**src/rtl/ad9361_tdd_seq.sv**
```systemverilog
// TDD switching sequencer for the AD9361 front end: drives ENABLE, TXNRX, PA enable and the
// T/R switch in a guard-timed order from CTRL register strobes or external frame-timer edges.
module ad9361_tdd_seq #(
    parameter logic [17:0] BASE  = 18'h200,
    parameter int          CNT_W = 16
) (
    input  logic        clk,
    input  logic        rst,
    input  logic        en,
    input  logic        wen,
    input  logic [17:0] addr,
    input  logic [31:0] din,
    output logic [31:0] dout,
    input  logic        ext_tx,
    input  logic        ext_rx,
    output logic        ad9361_en,
    output logic        ad9361_tx_rx,
    output logic        pa_en,
    output logic        rf_sw,
    output logic        busy
);

    typedef enum logic [3:0] {
        ST_IDLE  = 4'd0,
        ST_RX_EN = 4'd1,
        ST_RX_ON = 4'd2,
        ST_TX_SW = 4'd3,
        ST_TX_EN = 4'd4,
        ST_TX_PA = 4'd5,
        ST_TX_ON = 4'd6,
        ST_RX_PA = 4'd7,
        ST_RX_SW = 4'd8
    } state_t;

    localparam logic [17:0] A_CTRL   = BASE;
    localparam logic [17:0] A_SW     = BASE + 18'h4;
    localparam logic [17:0] A_EN     = BASE + 18'h8;
    localparam logic [17:0] A_PA     = BASE + 18'hC;
    localparam logic [17:0] A_STATUS = BASE + 18'h10;

    localparam logic [CNT_W-1:0] CNT_ZERO = {CNT_W{1'b0}};
    localparam logic [CNT_W-1:0] CNT_ONE  = {{(CNT_W-1){1'b0}}, 1'b1};

    state_t           state_r;
    state_t           state_nxt_s;
    logic [CNT_W-1:0] cnt_r;
    logic [CNT_W-1:0] dly_r;
    logic [CNT_W-1:0] dly_sel_s;
    logic [CNT_W-1:0] sw_dly_r;
    logic [CNT_W-1:0] en_dly_r;
    logic [CNT_W-1:0] pa_dly_r;
    logic             trig_en_r;
    logic             ext_tx_d_r;
    logic             ext_rx_d_r;
    logic             err_r;
    logic             pend_v_r;
    logic [1:0]       pend_req_r;
    logic [4:0]       pins_nxt_s;
    logic [31:0]      rd_data_s;
    logic [31:0]      status_s;

    logic wr_s, rd_s, ctrl_wr_s;
    logic c_tx_s, c_rx_s, c_stop_s, c_clr_s, ctrl_cmd_s;
    logic e_tx_s, e_rx_s, req_tx_s, req_rx_s, conflict_s;
    logic fresh_tx_s, fresh_rx_s, eff_tx_s, eff_rx_s;
    logic steady_s, done_s, err_set_s;
    logic unused_s;

    assign wr_s      = en & wen;
    assign rd_s      = en & ~wen;
    assign ctrl_wr_s = wr_s & (addr == A_CTRL);
    assign c_tx_s    = ctrl_wr_s & din[0];
    assign c_rx_s    = ctrl_wr_s & din[1];
    assign c_stop_s  = ctrl_wr_s & din[3];
    assign c_clr_s   = ctrl_wr_s & din[7];
    assign ctrl_cmd_s = c_tx_s | c_rx_s | c_stop_s;

    // Any CTRL command in a cycle masks the external edges of that cycle.
    assign e_tx_s     = trig_en_r & ext_tx & ~ext_tx_d_r;
    assign e_rx_s     = trig_en_r & ext_rx & ~ext_rx_d_r;
    assign req_tx_s   = ctrl_cmd_s ? c_tx_s : e_tx_s;
    assign req_rx_s   = ctrl_cmd_s ? c_rx_s : e_rx_s;
    assign conflict_s = req_tx_s & req_rx_s;
    assign fresh_tx_s = req_tx_s & ~req_rx_s;
    assign fresh_rx_s = req_rx_s & ~req_tx_s;

    // A fresh request outranks the pending slot when both are seen in a steady state.
    assign eff_tx_s = fresh_tx_s | (~fresh_tx_s & ~fresh_rx_s & pend_v_r & pend_req_r[0]);
    assign eff_rx_s = fresh_rx_s | (~fresh_tx_s & ~fresh_rx_s & pend_v_r & pend_req_r[1]);

    assign steady_s  = (state_r == ST_IDLE) | (state_r == ST_RX_ON) | (state_r == ST_TX_ON);
    assign done_s    = (cnt_r == dly_r);
    assign err_set_s = conflict_s | (c_stop_s & ~((state_r == ST_IDLE) | (state_r == ST_RX_ON)));
    assign status_s  = {23'd0, pend_req_r, err_r, pend_v_r, busy, state_r};
    assign unused_s  = &{1'b0, din[31:CNT_W]};

    // State register.
    always_ff @(posedge clk or posedge rst) begin
        if (rst) begin
            state_r <= ST_IDLE;
        end else begin
            state_r <= state_nxt_s;
        end
    end

    // Next-state decode.
    always_comb begin
        state_nxt_s = state_r;
        case (state_r)
            ST_IDLE: begin
                if (eff_tx_s) begin
                    state_nxt_s = ST_TX_SW;
                end else if (eff_rx_s) begin
                    state_nxt_s = ST_RX_EN;
                end else begin
                    state_nxt_s = ST_IDLE;
                end
            end
            ST_RX_EN: state_nxt_s = done_s ? ST_RX_ON : ST_RX_EN;
            ST_RX_ON: begin
                if (c_stop_s) begin
                    state_nxt_s = ST_IDLE;
                end else if (eff_tx_s) begin
                    state_nxt_s = ST_TX_SW;
                end else begin
                    state_nxt_s = ST_RX_ON;
                end
            end
            ST_TX_SW: state_nxt_s = done_s ? ST_TX_EN : ST_TX_SW;
            ST_TX_EN: state_nxt_s = done_s ? ST_TX_PA : ST_TX_EN;
            ST_TX_PA: state_nxt_s = done_s ? ST_TX_ON : ST_TX_PA;
            ST_TX_ON: state_nxt_s = eff_rx_s ? ST_RX_PA : ST_TX_ON;
            ST_RX_PA: state_nxt_s = done_s ? ST_RX_SW : ST_RX_PA;
            ST_RX_SW: state_nxt_s = done_s ? ST_RX_EN : ST_RX_SW;
            default:  state_nxt_s = ST_IDLE;
        endcase
    end

    // Output decode {en, tx_rx, pa, sw, busy} for the state being entered.
    always_comb begin
        pins_nxt_s = 5'b00000;
        case (state_nxt_s)
            ST_IDLE:  pins_nxt_s = 5'b00000;
            ST_RX_EN: pins_nxt_s = 5'b10001;
            ST_RX_ON: pins_nxt_s = 5'b10000;
            ST_TX_SW: pins_nxt_s = 5'b00011;
            ST_TX_EN: pins_nxt_s = 5'b11011;
            ST_TX_PA: pins_nxt_s = 5'b11111;
            ST_TX_ON: pins_nxt_s = 5'b11110;
            ST_RX_PA: pins_nxt_s = 5'b11011;
            ST_RX_SW: pins_nxt_s = 5'b00001;
            default:  pins_nxt_s = 5'b00000;
        endcase
    end

    // Registered pin outputs, so they change on the edge entering each state.
    always_ff @(posedge clk or posedge rst) begin
        if (rst) begin
            {ad9361_en, ad9361_tx_rx, pa_en, rf_sw, busy} <= 5'b00000;
        end else begin
            {ad9361_en, ad9361_tx_rx, pa_en, rf_sw, busy} <= pins_nxt_s;
        end
    end

    // Guard delay that applies to the state being entered.
    always_comb begin
        dly_sel_s = CNT_ZERO;
        case (state_nxt_s)
            ST_RX_EN, ST_TX_EN: dly_sel_s = en_dly_r;
            ST_TX_SW, ST_RX_SW: dly_sel_s = sw_dly_r;
            ST_TX_PA, ST_RX_PA: dly_sel_s = pa_dly_r;
            default:            dly_sel_s = CNT_ZERO;
        endcase
    end

    // Guard counter: delay is latched on entry so later writes do not disturb a running count.
    always_ff @(posedge clk or posedge rst) begin
        if (rst) begin
            cnt_r <= CNT_ZERO;
            dly_r <= CNT_ZERO;
        end else if (state_nxt_s != state_r) begin
            cnt_r <= CNT_ZERO;
            dly_r <= dly_sel_s;
        end else if (!steady_s) begin
            cnt_r <= cnt_r + CNT_ONE;
        end else begin
            cnt_r <= cnt_r;
        end
    end

    // Delay registers, trigger enable and external edge history.
    always_ff @(posedge clk or posedge rst) begin
        if (rst) begin
            sw_dly_r   <= CNT_ZERO;
            en_dly_r   <= CNT_ZERO;
            pa_dly_r   <= CNT_ZERO;
            trig_en_r  <= 1'b0;
            ext_tx_d_r <= 1'b0;
            ext_rx_d_r <= 1'b0;
        end else begin
            ext_tx_d_r <= ext_tx;
            ext_rx_d_r <= ext_rx;
            if (wr_s && (addr == A_SW)) sw_dly_r <= din[CNT_W-1:0];
            else                        sw_dly_r <= sw_dly_r;
            if (wr_s && (addr == A_EN)) en_dly_r <= din[CNT_W-1:0];
            else                        en_dly_r <= en_dly_r;
            if (wr_s && (addr == A_PA)) pa_dly_r <= din[CNT_W-1:0];
            else                        pa_dly_r <= pa_dly_r;
            if (ctrl_wr_s)              trig_en_r <= din[2];
            else                        trig_en_r <= trig_en_r;
        end
    end

    // Sticky error and the one-deep pending request slot.
    always_ff @(posedge clk or posedge rst) begin
        if (rst) begin
            err_r      <= 1'b0;
            pend_v_r   <= 1'b0;
            pend_req_r <= 2'b00;
        end else begin
            if (err_set_s)    err_r <= 1'b1;
            else if (c_clr_s) err_r <= 1'b0;
            else              err_r <= err_r;
            if (steady_s) begin
                pend_v_r   <= 1'b0;
                pend_req_r <= 2'b00;
            end else if (fresh_tx_s || fresh_rx_s) begin
                pend_v_r   <= 1'b1;
                pend_req_r <= {fresh_rx_s, fresh_tx_s};
            end else begin
                pend_v_r   <= pend_v_r;
                pend_req_r <= pend_req_r;
            end
        end
    end

    // Read mux.
    always_comb begin
        rd_data_s = 32'd0;
        case (addr)
            A_SW:     rd_data_s = {{(32-CNT_W){1'b0}}, sw_dly_r};
            A_EN:     rd_data_s = {{(32-CNT_W){1'b0}}, en_dly_r};
            A_PA:     rd_data_s = {{(32-CNT_W){1'b0}}, pa_dly_r};
            A_STATUS: rd_data_s = status_s;
            default:  rd_data_s = 32'd0;
        endcase
    end

    // Registered read data.
    always_ff @(posedge clk or posedge rst) begin
        if (rst) begin
            dout <= 32'd0;
        end else if (rd_s) begin
            dout <= rd_data_s;
        end else begin
            dout <= dout;
        end
    end

endmodule

```
**config.mk**
```make
export PLATFORM = sky130hd
export DESIGN_NAME = ad9361_tdd_seq
export DESIGN_NICKNAME = d
export VERILOG_FILES = /design/src/rtl/ad9361_tdd_seq.sv
export SDC_FILE = /design/constraint.sdc
export NUM_CORES = 1
export LEC_CHECK = 0
export BUFFER_PORTS_ARGS = -buffer_cell sky130_fd_sc_hd__buf_4
export CAP_MARGIN = 25
export CELL_PAD_IN_SITES_DETAIL_PLACEMENT = 0
export CELL_PAD_IN_SITES_GLOBAL_PLACEMENT = 1
export CORE_MARGIN = 1.5
export CORE_UTILIZATION = 45
export DETAILED_ROUTE_END_ITERATION = 10
export GPL_TIMING_DRIVEN = 0
export HOLD_SLACK_MARGIN = 0.05
export PLACE_DENSITY_LB_ADDON = 0.1
export SYNTH_ARGS = -nofsm -noshare
export SYNTH_HDL_FRONTEND = slang
export SYNTH_SLANG_ARGS = --single-unit
```
**constraint.sdc**
```tcl
create_clock -name clk -period 5.44 [get_ports clk]
set_clock_uncertainty 0.15 [all_clocks]
set_input_delay 0 -clock clk [delete_from_list [all_inputs] [get_ports clk]]
set_output_delay 0 -clock clk [all_outputs]
set_load 0.01 [all_outputs]
```
==> results.md <==
- Top cells by area, synth: dfrtp_1 48%, mux2_2 7.9%, mux2_1 4.8%
- Cell with the most instances after synthesis: dfrtp_1
- Die area: between 10000 and 15000 um2
- Final min period: 4820 ps
- Total negative slack: 0 ps
- CTS root buf: clkbuf_16
- CP Data Arrival Time: around 4900 ps
- Syn-to-layout area delta: 22.1%
- Share of cells above drive strength 1: 0.239
- Synth cell count leaders: 112 x dfrtp_1, 63 x nand2_1, 52 x nor2_1, 41 x mux2_2, 25 x mux2_1
- Initial Util: 0.464
- Tot GR Track Use: 0.237
- Cts bufs inserted: 9
- Die Ht: around 120 um
- Total grt overflow: 0
- Fmax: about 210 MHz
- Synth area leader: dfrtp_1
- Crit path launch type: input pin
- Final HPWL DP: approximately 11000 um
- Max VDD drop: between 100 and 150 uV
- Crit path max fanout: 10
- I/O pin cnt: slightly above 90
- CP endpoint kind: register
- Final Setup Violations: 0
- Max Cap Viol: 0
- Status: complete, no violations
- Area share of the largest cell type after synthesis: 0.477
- # DRC: 0
- Diodes inserted: 0
- Endpoints failing hold: 0
- Start point of the critical path: addr[1]
- Cell Chain, Critical Path: buf_4 > nor4b_1 > nand4_1 > nor4_4 > o21ai_0 > and4b_1 > a21o_1 > ha_1 > a31oi_1 > a21oi_1 > o21ai_1 > nand3_1 > a21oi_1 > inv_1 > ha_1 > nor2_1 > nor3_1 > mux2_2 > buf_2 > a222oi_1 > a41oi_1
- Sequential fraction of the synthesis area: 0.477
- Reg clk slew, reported paths: around 80 ps
- Worst-Margin Slew: 938 ps
- P_leak: 3.27 nW
- Nets@finish: approximately 720
- Post-Synth Adder-Cell Area: 0.0170
- CTS tree: done
- RSZ-0062 raised after global routing: no
- Rows: between 40 and 50
- Synth async-reset ratio: 1.00
- WP data required: 5480 ps
- First-pass GRT wire length: between 20000 and 25000 um
- Fin crit share: 0.886
- Antenna violations before repair: 0
- Min-delay src: wen
- CP peak stage delay: about 380 ps
- Worst path slowest cell: nor4b_1
- Number of global-route vias before repair: ~4500
- Final wirelength: roughly 15000 um
- Seq cells post-synth: 112
- Library cells used by synthesis: 58
- Final GP Congestion: 0.848
- Fin util: 0.566
- Clock tree buffer depth: 2
- Die Span X: between 100 and 150 um
- Top FF cell, synth: dfrtp_1
- Clk sinks: between 100 and 150
- Syn_area_per_cell: around 11 um2
- Multiplexer share of the synthesized area: 0.133
- Largest family of logic cells by synthesized area: simple AND/OR/NAND/NOR gates
- Worst min path class: input pin to register
- Vias after detailed routing: approximately 4600
- CTS H-tree depth: 3
- Via density: 5.54
- Worst setup path class: input pin to register
- Worst r2r src: trig_en_r
- Max-slew violation count: 0
- Cell count after synthesis: between 500 and 600
- XOR/XNOR share of the synthesized area: 0.0462
- Yosys warnings: 0
- Max-Slew Margin vs Limit: 0.369
- Pin count of the biggest net entering global routing: slightly above 70
- Placeable Area: ~13000 um2
- Routed WL per cell: approximately 19 um
- Drt initial violations: roughly 370
- Pwr/cell area: about 230 nW/um2
- Post-Syn Area: roughly 5900 um2
- Port buffer count: 60
- DR pass1 iterations: 6
- Antenna Nets Post-Route: 0
- Post-synth EDFFs: 0
- Simple-gate area share of the yosys netlist: 0.152
- Clock Latency Late Sink: roughly 360 ps
- Synth Area in Compound Gates: 0.123
==> per-stage QoR <==
step / total power (W) / area, um2 / setup slack, ps / hold WS [ps] / std cells
2_1_floorplan: 0.000927 / 5930 / 1150 / -119 / 563
3_3_place_gp: 0.000971 / 6600 / 113 / -29.4 / 795
6_report: 0.00167 / 7170 / 620 / 68.3 / 834
5_1_grt: 0.00173 / 7170 / 29.9 / 90.0 / 834
4_1_cts: 0.00169 / 7150 / 445 / 70.3 / 834
3_5_place_dp: 0.000976 / 6630 / 89.2 / -39.2 / 796
==> sequential cells by signal, indices dropped and copies added (netlist names) <==
signal        flops
pend_v_r          1
err_r             1
ext_tx_d_r        1
ext_rx_d_r        1
dout             16
state_r           4
trig_en_r         1
busy              1
ad9361_en         1
pa_dly_r         16
pend_req_r        2
cnt_r            16
en_dly_r         16
pa_en             1
rf_sw             1
ad9361_tx_rx      1
dly_r            16
sw_dly_r         16
==> worst max-delay path: cells and delay by family <==
family / cells / cell delay (ps)
compound gates: 8 / 1720
fa+ha+maj: 2 / 620
buf+inv: 3 / 490
mux: 1 / 360
simple gates: 7 / 1650
==> routing by layer <==
layer  GRT usage  share of wire  vias up  routed length, um
met3      0.0407          0.045       23                691
met5           0              0        -                  0
li1            -              -     2199                  -
met4      0.0948          0.020        0                310
met1       0.331           0.46     2271               7170
met2       0.367           0.47      129               7270
==> report_power, final <==
part           total [W]  switching (W)  internal [W]
logic           0.000118      0.0000609     0.0000568
clock network   0.000695       0.000327      0.000368
registers       0.000854      0.0000122      0.000842
total            0.00167       0.000400       0.00127
==> final cells by class <==
type	instances	area [um2]
buffer	44	241
clock buffer	9	225
clock inverter	7	83.8
fill	1103	5500
inverter	14	55.1
multi-input combinational	393	2850
sequential	112	2800
tap	172	215
timing repair buffer	83	698
==> repair_timing <==
action                                  4_1_cts  5_1_grt
endpoints found under the hold margin        95        0
buffers inserted                              0        0
gates resized for setup                       0        3
endpoints found under the setup margin        0       15
hold buffers                                 22        0
==> layout by cell type (no fill, tap or decap), types with 17 or more instances in the layout <==
cell and count:
a222oi_1 24, nand2_1 63, clkbuf_1 17, mux2_2 41
dlygate4sd3_1 22, buf_4 76, dfrtp_1 112, xor2_1 23
nor2_1 52, mux2_1 25
==> logic make-up (layout without fill, tap and decap cells) <==
logic type	count (synthesis)	in the layout
muxes	70	70
other	1	16
DFF	112	112
xor gates and xnor gates	31	31
AOI/OAI and AO/OA	96	96
buffers and inverters	58	157
adders and majority gates	8	8
and+or+nand+nor	172	172
==> worst paths after layout <==
check | to | slack, ps | cells after the start
min in group asynchronous | ad9361_en | 110 | 3
setup / recovery | dly_r[10] | 620 | 21
hold reg to reg | dout[12] | 350 | 2
max in group asynchronous | trig_en_r | 4260 | 4
setup reg to reg | dly_r[10] | 1280 | 16
hold / removal | dout[14] | 70 | 3
(Power assumes the default switching activity.)
